[config.mk]
export PLATFORM = sky130hd
export DESIGN_NAME = upsample
export DESIGN_NICKNAME = d
export VERILOG_FILES = /design/src/rtl/upsample.sv
export SDC_FILE = /design/constraint.sdc
export NUM_CORES = 1
export LEC_CHECK = 0
export CORE_UTILIZATION = 63
export CTS_CLUSTER_DIAMETER = 80
export DETAILED_ROUTE_END_ITERATION = 7
export PLACE_DENSITY = 0.79
export SLEW_MARGIN = 20
export SYNTH_ARGS = -nofsm -noshare
export SYNTH_HDL_FRONTEND = slang
export SYNTH_SLANG_ARGS = --single-unit
[constraint.sdc]
create_clock -name clock -period 18.95 [get_ports clock]
set_input_delay 2.8425 -clock clock [delete_from_list [all_inputs] [get_ports clock]]
set_output_delay 2.8425 -clock clock [all_outputs]
set_load 0.005 [all_outputs]
[src/rtl/upsample.sv]
// Interpolating sample-rate converter: expands a low-rate stream by N back to
// the 48 kHz output tick using zero-stuffing, zero-order hold or linear ramps.
module upsample #(
    parameter int unsigned DW = 18,
    parameter int unsigned CW = 4
) (
    input  logic          clock,
    input  logic          reset,
    input  logic [CW-1:0] Nfreq,
    input  logic [1:0]    mode,
    input  logic [DW-1:0] datain,
    input  logic          endatain,
    input  logic          en48k,
    input  logic          clrflags,
    output logic [DW-1:0] dataout,
    output logic          endataout,
    output logic          underrun,
    output logic          overrun
);

    // delta needs one extra bit; reciprocal is a 17-bit Q16 constant
    localparam int unsigned NW    = DW + 1;
    localparam int unsigned RW    = 17;
    localparam int unsigned PW    = NW + RW;
    localparam int unsigned SHIFT = 16;

    localparam logic [1:0] MODE_ZERO = 2'd0;
    localparam logic [1:0] MODE_LIN  = 2'd2;

    // round(65536/N); N=1 never ramps, so its entry is unused
    function automatic logic [RW-1:0] recip(input logic [CW-1:0] n);
        logic [RW-1:0] r;
        case (32'(n))
            2:       r = 17'd32768;
            3:       r = 17'd21845;
            4:       r = 17'd16384;
            5:       r = 17'd13107;
            6:       r = 17'd10923;
            7:       r = 17'd9362;
            8:       r = 17'd8192;
            9:       r = 17'd7282;
            10:      r = 17'd6554;
            11:      r = 17'd5958;
            12:      r = 17'd5461;
            13:      r = 17'd5041;
            14:      r = 17'd4681;
            15:      r = 17'd4369;
            default: r = 17'd65536;
        endcase
        return r;
    endfunction

    logic [CW-1:0] cnt,        cnt_next;
    logic [DW-1:0] pend,       pend_next;
    logic          pend_valid, pend_valid_next;
    logic [DW-1:0] last,       last_next;
    logic [DW-1:0] acc,        acc_next;
    logic [DW-1:0] step,       step_next;
    logic [1:0]    mode_r,     mode_r_next;
    logic [DW-1:0] dataout_next;
    logic          underrun_next;
    logic          overrun_next;

    logic          frame_start;
    logic [CW-1:0] n_eff;
    logic [DW-1:0] src;
    logic [NW-1:0] delta;
    logic [PW-1:0] prod;
    logic [DW-1:0] step_new;
    logic [DW-1:0] acc_inc;
    logic [DW-1:0] out_val;
    logic          und_set;
    logic          ovr_set;

    // frame-start source selection and linear-ramp step computation
    always_comb begin
        n_eff       = (Nfreq == '0) ? CW'(1) : Nfreq;
        frame_start = en48k && (cnt == '0);

        // a same-cycle input bypasses the pending register; nothing at all repeats L
        if (endatain) begin
            src = datain;
        end else if (pend_valid) begin
            src = pend;
        end else begin
            src = last;
        end

        delta = {src[DW-1], src} - {last[DW-1], last};
        // modular product: only the low bits feeding the truncated step matter
        prod     = {{RW{delta[NW-1]}}, delta} * {{NW{1'b0}}, recip(n_eff)};
        step_new = DW'(prod >> SHIFT);
        acc_inc  = acc + step;
    end

    // output sample for the current tick
    always_comb begin
        out_val = last;
        if (frame_start) begin
            case (mode)
                MODE_LIN: out_val = last;
                default:  out_val = src;
            endcase
        end else begin
            case (mode_r)
                MODE_ZERO: out_val = '0;
                MODE_LIN:  out_val = acc_inc;
                default:   out_val = last;
            endcase
        end
    end

    // next-state for counter, capture path, ramp state and sticky flags
    always_comb begin
        cnt_next        = cnt;
        pend_next       = pend;
        pend_valid_next = pend_valid;
        last_next       = last;
        acc_next        = acc;
        step_next       = step;
        mode_r_next     = mode_r;
        dataout_next    = dataout;
        und_set         = 1'b0;
        ovr_set         = 1'b0;

        if (frame_start) begin
            cnt_next        = n_eff - CW'(1);
            mode_r_next     = mode;
            pend_valid_next = 1'b0;
            und_set         = !endatain && !pend_valid;
            last_next       = src;
            acc_next        = last;
            step_next       = step_new;
        end else begin
            if (en48k) begin
                cnt_next = cnt - CW'(1);
                acc_next = acc_inc;
            end
            if (endatain) begin
                ovr_set         = pend_valid;
                pend_next       = datain;
                pend_valid_next = 1'b1;
            end
        end

        if (en48k) begin
            dataout_next = out_val;
        end

        // a set event in the same cycle wins over clrflags
        underrun_next = und_set || (underrun && !clrflags);
        overrun_next  = ovr_set || (overrun && !clrflags);
    end

    // state and output registers
    always_ff @(posedge clock) begin
        if (reset) begin
            cnt        <= '0;
            pend       <= '0;
            pend_valid <= 1'b0;
            last       <= '0;
            acc        <= '0;
            step       <= '0;
            mode_r     <= '0;
            dataout    <= '0;
            endataout  <= 1'b0;
            underrun   <= 1'b0;
            overrun    <= 1'b0;
        end else begin
            cnt        <= cnt_next;
            pend       <= pend_next;
            pend_valid <= pend_valid_next;
            last       <= last_next;
            acc        <= acc_next;
            step       <= step_next;
            mode_r     <= mode_r_next;
            dataout    <= dataout_next;
            endataout  <= en48k;
            underrun   <= underrun_next;
            overrun    <= overrun_next;
        end
    end

endmodule

==> results of run 1 <==
placed cells by master, fill, tap and decap left out, drive strengths merged, types with 30 or more instances in the layout:
master / netlist / routed
clkdlybuf4s50: 0 / 47
o21ai: 54 / 54
ha: 122 / 122
buf: 13 / 33
nor2: 240 / 240
xnor2: 56 / 56
nand2: 317 / 317
inv: 418 / 421
xor2: 30 / 30
fa: 301 / 301
dfxtp: 100 / 100
a21oi: 136 / 136
logic make-up (layout without fill, tap and decap cells):
logic type / count (synthesis) / after routing / synth area share [%]
adders and majority gates: 423 / 423 / 44.0
and+or+nand+nor: 671 / 671 / 16.3
buffers and inverters: 498 / 514 / 11.0
DFF: 100 / 100 / 11.7
AOI/OAI and AO/OA: 304 / 304 / 11.2
xor gates and xnor gates: 87 / 87 / 4.56
muxes: 22 / 22 / 1.29
critical path, delay by kind of cell:
family	cells	cell delay [ps]
compound gates	11	2500
buf+inv	6	980
fa+ha+maj	9	3830
simple gates	6	1170
xor+xnor	2	1150
flip-flops by register name (all words and copies together) (netlist names):
| register | flops |
|---|---|
| pend_valid | 1 |
| cnt | 4 |
| pend | 18 |
| last | 18 |
| acc | 18 |
| endataout | 1 |
| overrun | 1 |
| mode_r | 2 |
| step | 18 |
| underrun | 1 |
| dataout | 18 |
layer usage:
metal	track usage, %	vias up	routed length, um
met5	0	-	0
met3	5.89	189	4110
met1	46.4	7026	18200
met4	18.9	0	3050
li1	-	6518	-
met2	57.8	762	21700
worst max path at each step:
stage | startpoint | to | slack (ps) | depth (start not counted)
final | endatain | step[17] | 6660 | 34
after global routing | endatain | step[17] | 6020 | 34
after CTS | endatain | step[17] | 6820 | 34
after detailed placement | endatain | step[17] | 6460 | 34
after global placement | endatain | step[17] | 6660 | 33
after floorplan | endatain | step[17] | 7990 | 34
area by class of cell:
type	count	area, sq um
clock buffers	9	225
clock inverters	7	68.8
fillers	2224	8560
inverters	418	1570
multi-input cells	1507	13300
flip-flops and latches	100	2000
well taps	341	427
repair buffers	80	713
through the flow:
step	cells	worst slack [ps]	instance area (sq um)	utilization, %	hold slack [ps]
floorplan	2105	7990	17200	-	434
global placement	2446	6660	18000	67.0	441
detailed placement	2446	6460	18000	67.0	448
CTS	2462	6820	18300	68.1	457
global route	2462	6020	18300	68.1	474
finish	2462	6660	18300	68.1	461
==> impl_metrics.json, run 1 <==
{
  "synth_most_common_cell": "sky130_fd_sc_hd__inv_1",
  "tritoncts": "built",
  "worst_pin_slew_ps": 1180,
  "avgViaCountPerCell": 5.89,
  "first_global_vias": 15200,
  "grt_start_max_net_pins": 61,
  "synth_common_cells": "sky130_fd_sc_hd__inv_1 (418), sky130_fd_sc_hd__nand2_1 (317), sky130_fd_sc_hd__fa_1 (301), sky130_fd_sc_hd__nor2_1 (240), sky130_fd_sc_hd__a21oi_1 (134)",
  "number_of_synthesized_flops_with_an_enable_pin": 0,
  "timing.setup.tns_ps": 0,
  "final_hold_viol_count": 0,
  "detail_route.wl_per_cell_um": 19.1,
  "clkSlewWorstSetupHoldPaths_ps": 80,
  "hold_crit_class": "reg -> reg",
  "placementRows": 60,
  "cp_common_cell": "sky130_fd_sc_hd__fa_1",
  "rr_endpoint": "step[17]",
  "initialDrtViolationCount": 1226,
  "async_reset_ff_share_pct": 0,
  "run_status": "completed",
  "final-max-slew-violation-count": 0,
  "max_cap_viol_count": 0,
  "clock_tree.buffer_depth": 2,
  "finalWorstPathRequiredPeriod_ps": 12290,
  "htree_levels": 3,
  "ys_seq_elements": 100,
  "reg2reg_from": "pend_valid",
  "route.final.wire_length_mm": 47.0,
  "cts_buffer_count": 9,
  "worstSkewPairLatency_ps": 350,
  "areaGrowthSynthToFinish_pct": 6.68,
  "grt_usage_pct": 35.8,
  "rsz0062_at_grt": "no",
  "crit_required_ps": 19160,
  "max_freq_mhz": 81.4,
  "synthFlopType": "sky130_fd_sc_hd__dfxtp_1",
  "report.final.setup_viol": 0,
  "hpwl_detailed_mm": 37.6,
  "cell_count_after_synthesis": 2105,
  "max_slew_headroom_at_the_worst_pin_pct": 21.1,
  "number_of_primary_i_o_pins": 50,
  "start_util_pct": 63.9,
  "area_of_the_die_sq_um": 27900,
  "worstSetupStartpointType": "primary input",
  "clock_sink_count": 100,
  "route.antenna.remaining_nets": 0,
  "yosys.area.top_type_share_pct": 35.1,
  "finalClockSkew_ps": 16.4,
  "syn-num-nets": 2557,
  "number_of_antenna_violations_at_the_first_check_in_global_routing": 0,
  "grt_ovf": 0,
  "clock-root-buffer": "sky130_fd_sc_hd__clkbuf_16",
  "die_h_um": 167,
  "worst_setup_path_end_kind": "flop",
  "critical_path_peak_fanout": 39,
  "post-route-period-util_pct": 64.8,
  "synth_largest_area_cell": "sky130_fd_sc_hd__fa_1",
  "synthesis.area_sq_um": 17200,
  "ff2ff_setup_slack_ps": 8970,
  "hold-path-cell-count": 2,
  "yosys_warning_total": 0,
  "rr_worst_depth": 34,
  "cts-resized-gates": 0,
  "critical_path_start_end_classification": "in -> reg",
  "critPathMaxStageDelay_ps": 790,
  "synthDistinctLibCells": 64,
  "postCtsSetupRepairBufs": 0,
  "synth.top_cells.by_area": "sky130_fd_sc_hd__fa_1 (35%), sky130_fd_sc_hd__dfxtp_1 (12%), sky130_fd_sc_hd__inv_1 (9.1%), sky130_fd_sc_hd__ha_1 (8.9%), sky130_fd_sc_hd__nand2_1 (6.9%)",
  "cts_hold_repair.buffers": 0,
  "critical-path-slowest-cell": "sky130_fd_sc_hd__xnor2_1",
  "layout-drive-gt1-share_pct": 3.58,
  "finish.net_count": 2568,
  "worst_hold_startpoint": "pend[11]",
  "synth_seq_area_share_pct": 11.7,
  "wire_length_of_the_first_global_routing_pass_mm": 77.9,
  "cp_data_arrival_time_ps": 12500,
  "gp_routability_congestion": 1.01,
  "postSynthAreaPerCell_sq_um": 8.15,
  "drt_pre_antenna_iters": 6,
  "overall_die_width_um": 167,
  "num_vias": 14500,
  "antenna-diode-count": 0,
  "drc": 0,
  "core_area_sq_um": 26900,
  "port-buffer-count": 49,
  "whs_endpoint": "pend[11]"
}
Power of run 1 is left out: the tool's default activity adds up to more than one toggle a clock period on the data nets, which glitch-free logic cannot reach.
==> run 2, diff against run 1 <==
- CORE_UTILIZATION: 63 -> 59
- PLACE_DENSITY: 0.79 -> 0.78
- clock period: 18.95 -> 11.07 ns (I/O delays scaled with it)
==> impl_metrics.json, run 2 (synthesized netlist as in run 1, its figures left out) <==
{
  "design_area_sq_um": 18600,
  "placementRows": 62,
  "clkSlewWorstSetupHoldPaths_ps": 90,
  "finish.net_count": 2594,
  "first_global_vias": 15200,
  "report.final.setup_viol": 0,
  "grt_usage_pct": 34.2,
  "critical_path_cell_count": 35,
  "cp_common_cell": "sky130_fd_sc_hd__fa_1",
  "place_inst": 2513,
  "max_cap_viol_count": 0,
  "max_slew_headroom_at_the_worst_pin_pct": 31.0,
  "worst_setup_path_end_kind": "flop",
  "area_of_the_die_sq_um": 29800,
  "hold-path-cell-count": 2,
  "route.final.wire_length_mm": 48.5,
  "avgViaCountPerCell": 5.72,
  "final.fill_count": 2414,
  "htree_levels": 3,
  "layout-drive-gt1-share_pct": 4.84,
  "rr_worst_depth": 34,
  "timing.setup.tns_ps": 0,
  "number_of_primary_i_o_pins": 50,
  "start_util_pct": 60.0,
  "crit_required_ps": 11290,
  "worst_path_dominant_cell_family": "adder cells",
  "drc": 0,
  "grt_ovf": 0,
  "areaGrowthSynthToFinish_pct": 8.30,
  "worst_pin_slew_ps": 1030,
  "hold_crit_class": "reg -> reg",
  "startpoint": "endatain",
  "grt_start_max_net_pins": 70,
  "post-route-period-util_pct": 96.6,
  "critical_path_peak_fanout": 21,
  "worstSetupStartpointType": "primary input",
  "critical_path_buf_inv_count": 8,
  "hpwl_detailed_mm": 38.8,
  "layout_common_cells": "sky130_fd_sc_hd__inv_1 (418), sky130_fd_sc_hd__nand2_1 (317), sky130_fd_sc_hd__fa_1 (300)",
  "worstSkewPairLatency_ps": 360,
  "cp_data_arrival_time_ps": 10910,
  "clock_sink_count": 100,
  "reg2reg_from": "pend_valid",
  "num_vias": 14500,
  "core_area_sq_um": 28600,
  "clock_tree.buffer_depth": 2,
  "run_status": "completed",
  "route.antenna.remaining_nets": 0,
  "finalClockSkew_ps": 22.2,
  "finalWorstPathRequiredPeriod_ps": 10690,
  "initialDrtViolationCount": 1232,
  "cts_buffer_count": 9,
  "layoutNonFillerInstCount": 2531,
  "tritoncts": "built",
  "layout_commonest_cell": "sky130_fd_sc_hd__inv_1",
  "critPathMaxStageDelay_ps": 540,
  "clock-root-buffer": "sky130_fd_sc_hd__clkbuf_16",
  "detail_route.wl_per_cell_um": 19.1,
  "antenna-diode-count": 0,
  "critical-path-slowest-cell": "sky130_fd_sc_hd__fa_1",
  "critical_path_start_end_classification": "in -> reg",
  "gp_routability_congestion": 0.979,
  "drt_pre_antenna_iters": 6,
  "overall_die_width_um": 173,
  "final-max-slew-violation-count": 0,
  "final_hold_viol_count": 0,
  "placed_cell_area_sq_um": 18200,
  "port-buffer-count": 49,
  "number_of_antenna_violations_at_the_first_check_in_global_routing": 0,
  "worst_hold_startpoint": "dataout[14]",
  "rsz0062_at_grt": "no",
  "max_freq_mhz": 93.5,
  "die_h_um": 173,
  "wire_length_of_the_first_global_routing_pass_mm": 79.4
}
==> run 2: changes by cell type in the layout (fill, tap and decap cells not counted), sizes merged <==
| cell | previous run | this run |
|---|---|---|
| buf | 33 | 59 |
==> run 2: path summary, 6_finish.rpt <==
check / end / slack [ps]
worst min-delay path: dataout[14] / 440
worst max register to register: step[17] / 1350
worst min register to register: dataout[14] / 440
worst max-delay path: step[17] / 380
==> run 2: timing repair <==
action / CTS / global route
resized for setup: 0 / 7
buffers inserted: 0 / 2
endpoints found under the setup margin: 0 / 3
hold buffers: 0 / 0
==> run 2: area by class of cell <==
cell class                 count  area (sq um)  area share [%]
sequential                   100          2000            10.8
clock inverter                 7          80.1           0.431
timing repair buffer         106           908            4.89
multi-input combinational   1507         13300            71.7
inverter                     418          1570            8.44
clock buffer                   9           225            1.21
tap                          384           480            2.58
==> run 2: tightest hold or removal path: stages, from the launching register on <==
cell	delay [ps]
sky130_fd_sc_hd__dfxtp_1	310
sky130_fd_sc_hd__nand2_1	50
sky130_fd_sc_hd__nand2_1	40
==> run 2: metrics by stage <==
step                hold slack, ps  utilization [%]  setup WS, ps
floorplan                      434                -          1290
global placement               426             63.7           294
detailed placement             430             63.7         -11.7
CTS                            442             64.8           343
global route                   479             64.9          5.12
finish                         440             64.9           380
==> run 2: metal layers <==
layer,GRT usage [%],part of all wire (%),up-vias
met3,4.62,8.0,178
met5,0,0,-
li1,-,-,6573
met4,18.8,6.0,0
met2,55.8,47,664
met1,44.2,39,7073
Power of run 2 is left out for the same reason.
==> run 3, diff against run 2 <==
- CORE_UTILIZATION: 59 -> 63
- PLACE_DENSITY: 0.78 -> 0.79
- clock period: 11.07 -> 12 ns (I/O delays scaled with it)
==> impl_metrics.json, run 3 (synthesized netlist as in run 1, its figures left out) <==
{
  "worstSetupStartpointType": "primary input",
  "globalRoute.busiestLayer": "met2",
  "core_area_sq_um": 26900,
  "gr-usage-met3_pct": 5.73,
  "layout_common_cells": "sky130_fd_sc_hd__inv_1 (418), sky130_fd_sc_hd__nand2_1 (317), sky130_fd_sc_hd__fa_1 (301)",
  "timing.setup.tns_ps": 0,
  "max_cap_viol_count": 0,
  "cts_buffer_count": 9,
  "tritoncts": "built",
  "avgViaCountPerCell": 5.86,
  "report.final.setup_viol": 0,
  "max_slew_headroom_at_the_worst_pin_pct": 21.9,
  "clock_tree.buffer_depth": 2,
  "first_global_vias": 15300,
  "final-max-slew-violation-count": 0,
  "postCtsSetupRepairBufs": 0,
  "route.antenna.remaining_nets": 0,
  "start_util_pct": 63.9,
  "critPathMaxStageDelay_ps": 870,
  "placementRows": 60,
  "clkSlewWorstSetupHoldPaths_ps": 80,
  "clock_sink_count": 100,
  "hpwl_detailed_mm": 37.4,
  "grt_ovf": 0,
  "finish.net_count": 2577,
  "worst_setup_path_end_kind": "flop",
  "num_vias": 14500,
  "cp_common_cell": "sky130_fd_sc_hd__fa_1",
  "htree_levels": 3,
  "finalWorstPathRequiredPeriod_ps": 11290,
  "critical_path_start_end_classification": "in -> reg",
  "layout_commonest_cell": "sky130_fd_sc_hd__inv_1",
  "drt_pre_antenna_iters": 6,
  "number_of_primary_i_o_pins": 50,
  "worstSkewPairLatency_ps": 360,
  "cts-resized-gates": 0,
  "worst_hold_startpoint": "pend[7]",
  "detail_route.wl_per_cell_um": 19.2,
  "overall_die_width_um": 167,
  "post-route-period-util_pct": 94.1,
  "critical-path-slowest-cell": "sky130_fd_sc_hd__clkdlybuf4s50_1",
  "grt_usage_pct": 35.8,
  "antenna-diode-count": 0,
  "layout_setup_ws_ps": 714,
  "gp_routability_congestion": 1.03,
  "grt_start_max_net_pins": 76,
  "number_of_antenna_violations_at_the_first_check_in_global_routing": 0,
  "rsz0062_at_grt": "no",
  "cts_hold_repair.buffers": 0,
  "crit_required_ps": 12230,
  "gr-usage-met1_pct": 44.5,
  "initialDrtViolationCount": 1496,
  "die_h_um": 167,
  "reg2reg_from": "pend_valid",
  "area_of_the_die_sq_um": 27900,
  "final_hold_viol_count": 0,
  "route.final.wire_length_mm": 47.4,
  "worst_pin_slew_ps": 1160,
  "layout-drive-gt1-share_pct": 3.90,
  "critical_path_peak_fanout": 22,
  "dpl_worst_slack_ps": 543,
  "max_freq_mhz": 88.6,
  "wire_length_of_the_first_global_routing_pass_mm": 77.5,
  "final.fill_count": 2235,
  "clock-root-buffer": "sky130_fd_sc_hd__clkbuf_16",
  "cp_data_arrival_time_ps": 11520,
  "areaGrowthSynthToFinish_pct": 7.00,
  "met2_track_usage_gr_pct": 59.7,
  "startpoint": "endatain",
  "hold_crit_class": "reg -> reg",
  "drc": 0,
  "run_status": "completed",
  "finalClockSkew_ps": 16.4,
  "port-buffer-count": 49
}
[run 3: metrics by stage]
step / std cells / cell area, sq um / hold WS, ps / util (%)
global placement: 2455 / 18100 / 439 / 67.2
global route: 2471 / 18400 / 480 / 68.3
detailed placement: 2455 / 18100 / 447 / 67.2
floorplan: 2105 / 17200 / 434 / -
CTS: 2471 / 18400 / 457 / 68.3
finish: 2471 / 18400 / 455 / 68.3
[run 3: area by class of cell]
| type | count | area (sq um) | share of cell area, % |
|---|---|---|---|
| multi-input cells | 1507 | 13300 | 72.4 |
| flip-flops and latches | 100 | 2000 | 10.9 |
| inverters | 418 | 1570 | 8.54 |
| clock inverters | 7 | 68.8 | 0.375 |
| repair buffers | 89 | 781 | 4.25 |
| clock buffers | 9 | 225 | 1.23 |
| well taps | 341 | 427 | 2.32 |
[run 3: path summary, 6_finish.rpt]
kind         cells after the start  endpoint  slack (ps)
max                             31  step[17]         710
min                              2   pend[7]         450
max reg2reg                     33  step[17]        2360
min reg2reg                      2   pend[7]         450
[run 3: worst max-delay path, delay by kind of cell]
kind | cells | cell delay [ps]
AO/OA/AOI/OAI | 12 | 2960
buffers and inverters | 5 | 1430
XOR/XNOR | 1 | 360
adder cells (fa/ha/maj) | 8 | 3810
AND/OR/NAND/NOR | 5 | 1140
[run 3: metal layers]
layer,up-vias,share of wire [%]
li1,6531,-
met1,6986,37
met2,777,47
met3,195,9.7
met4,0,5.9
met5,-,0
Power of run 3 is left out for the same reason.
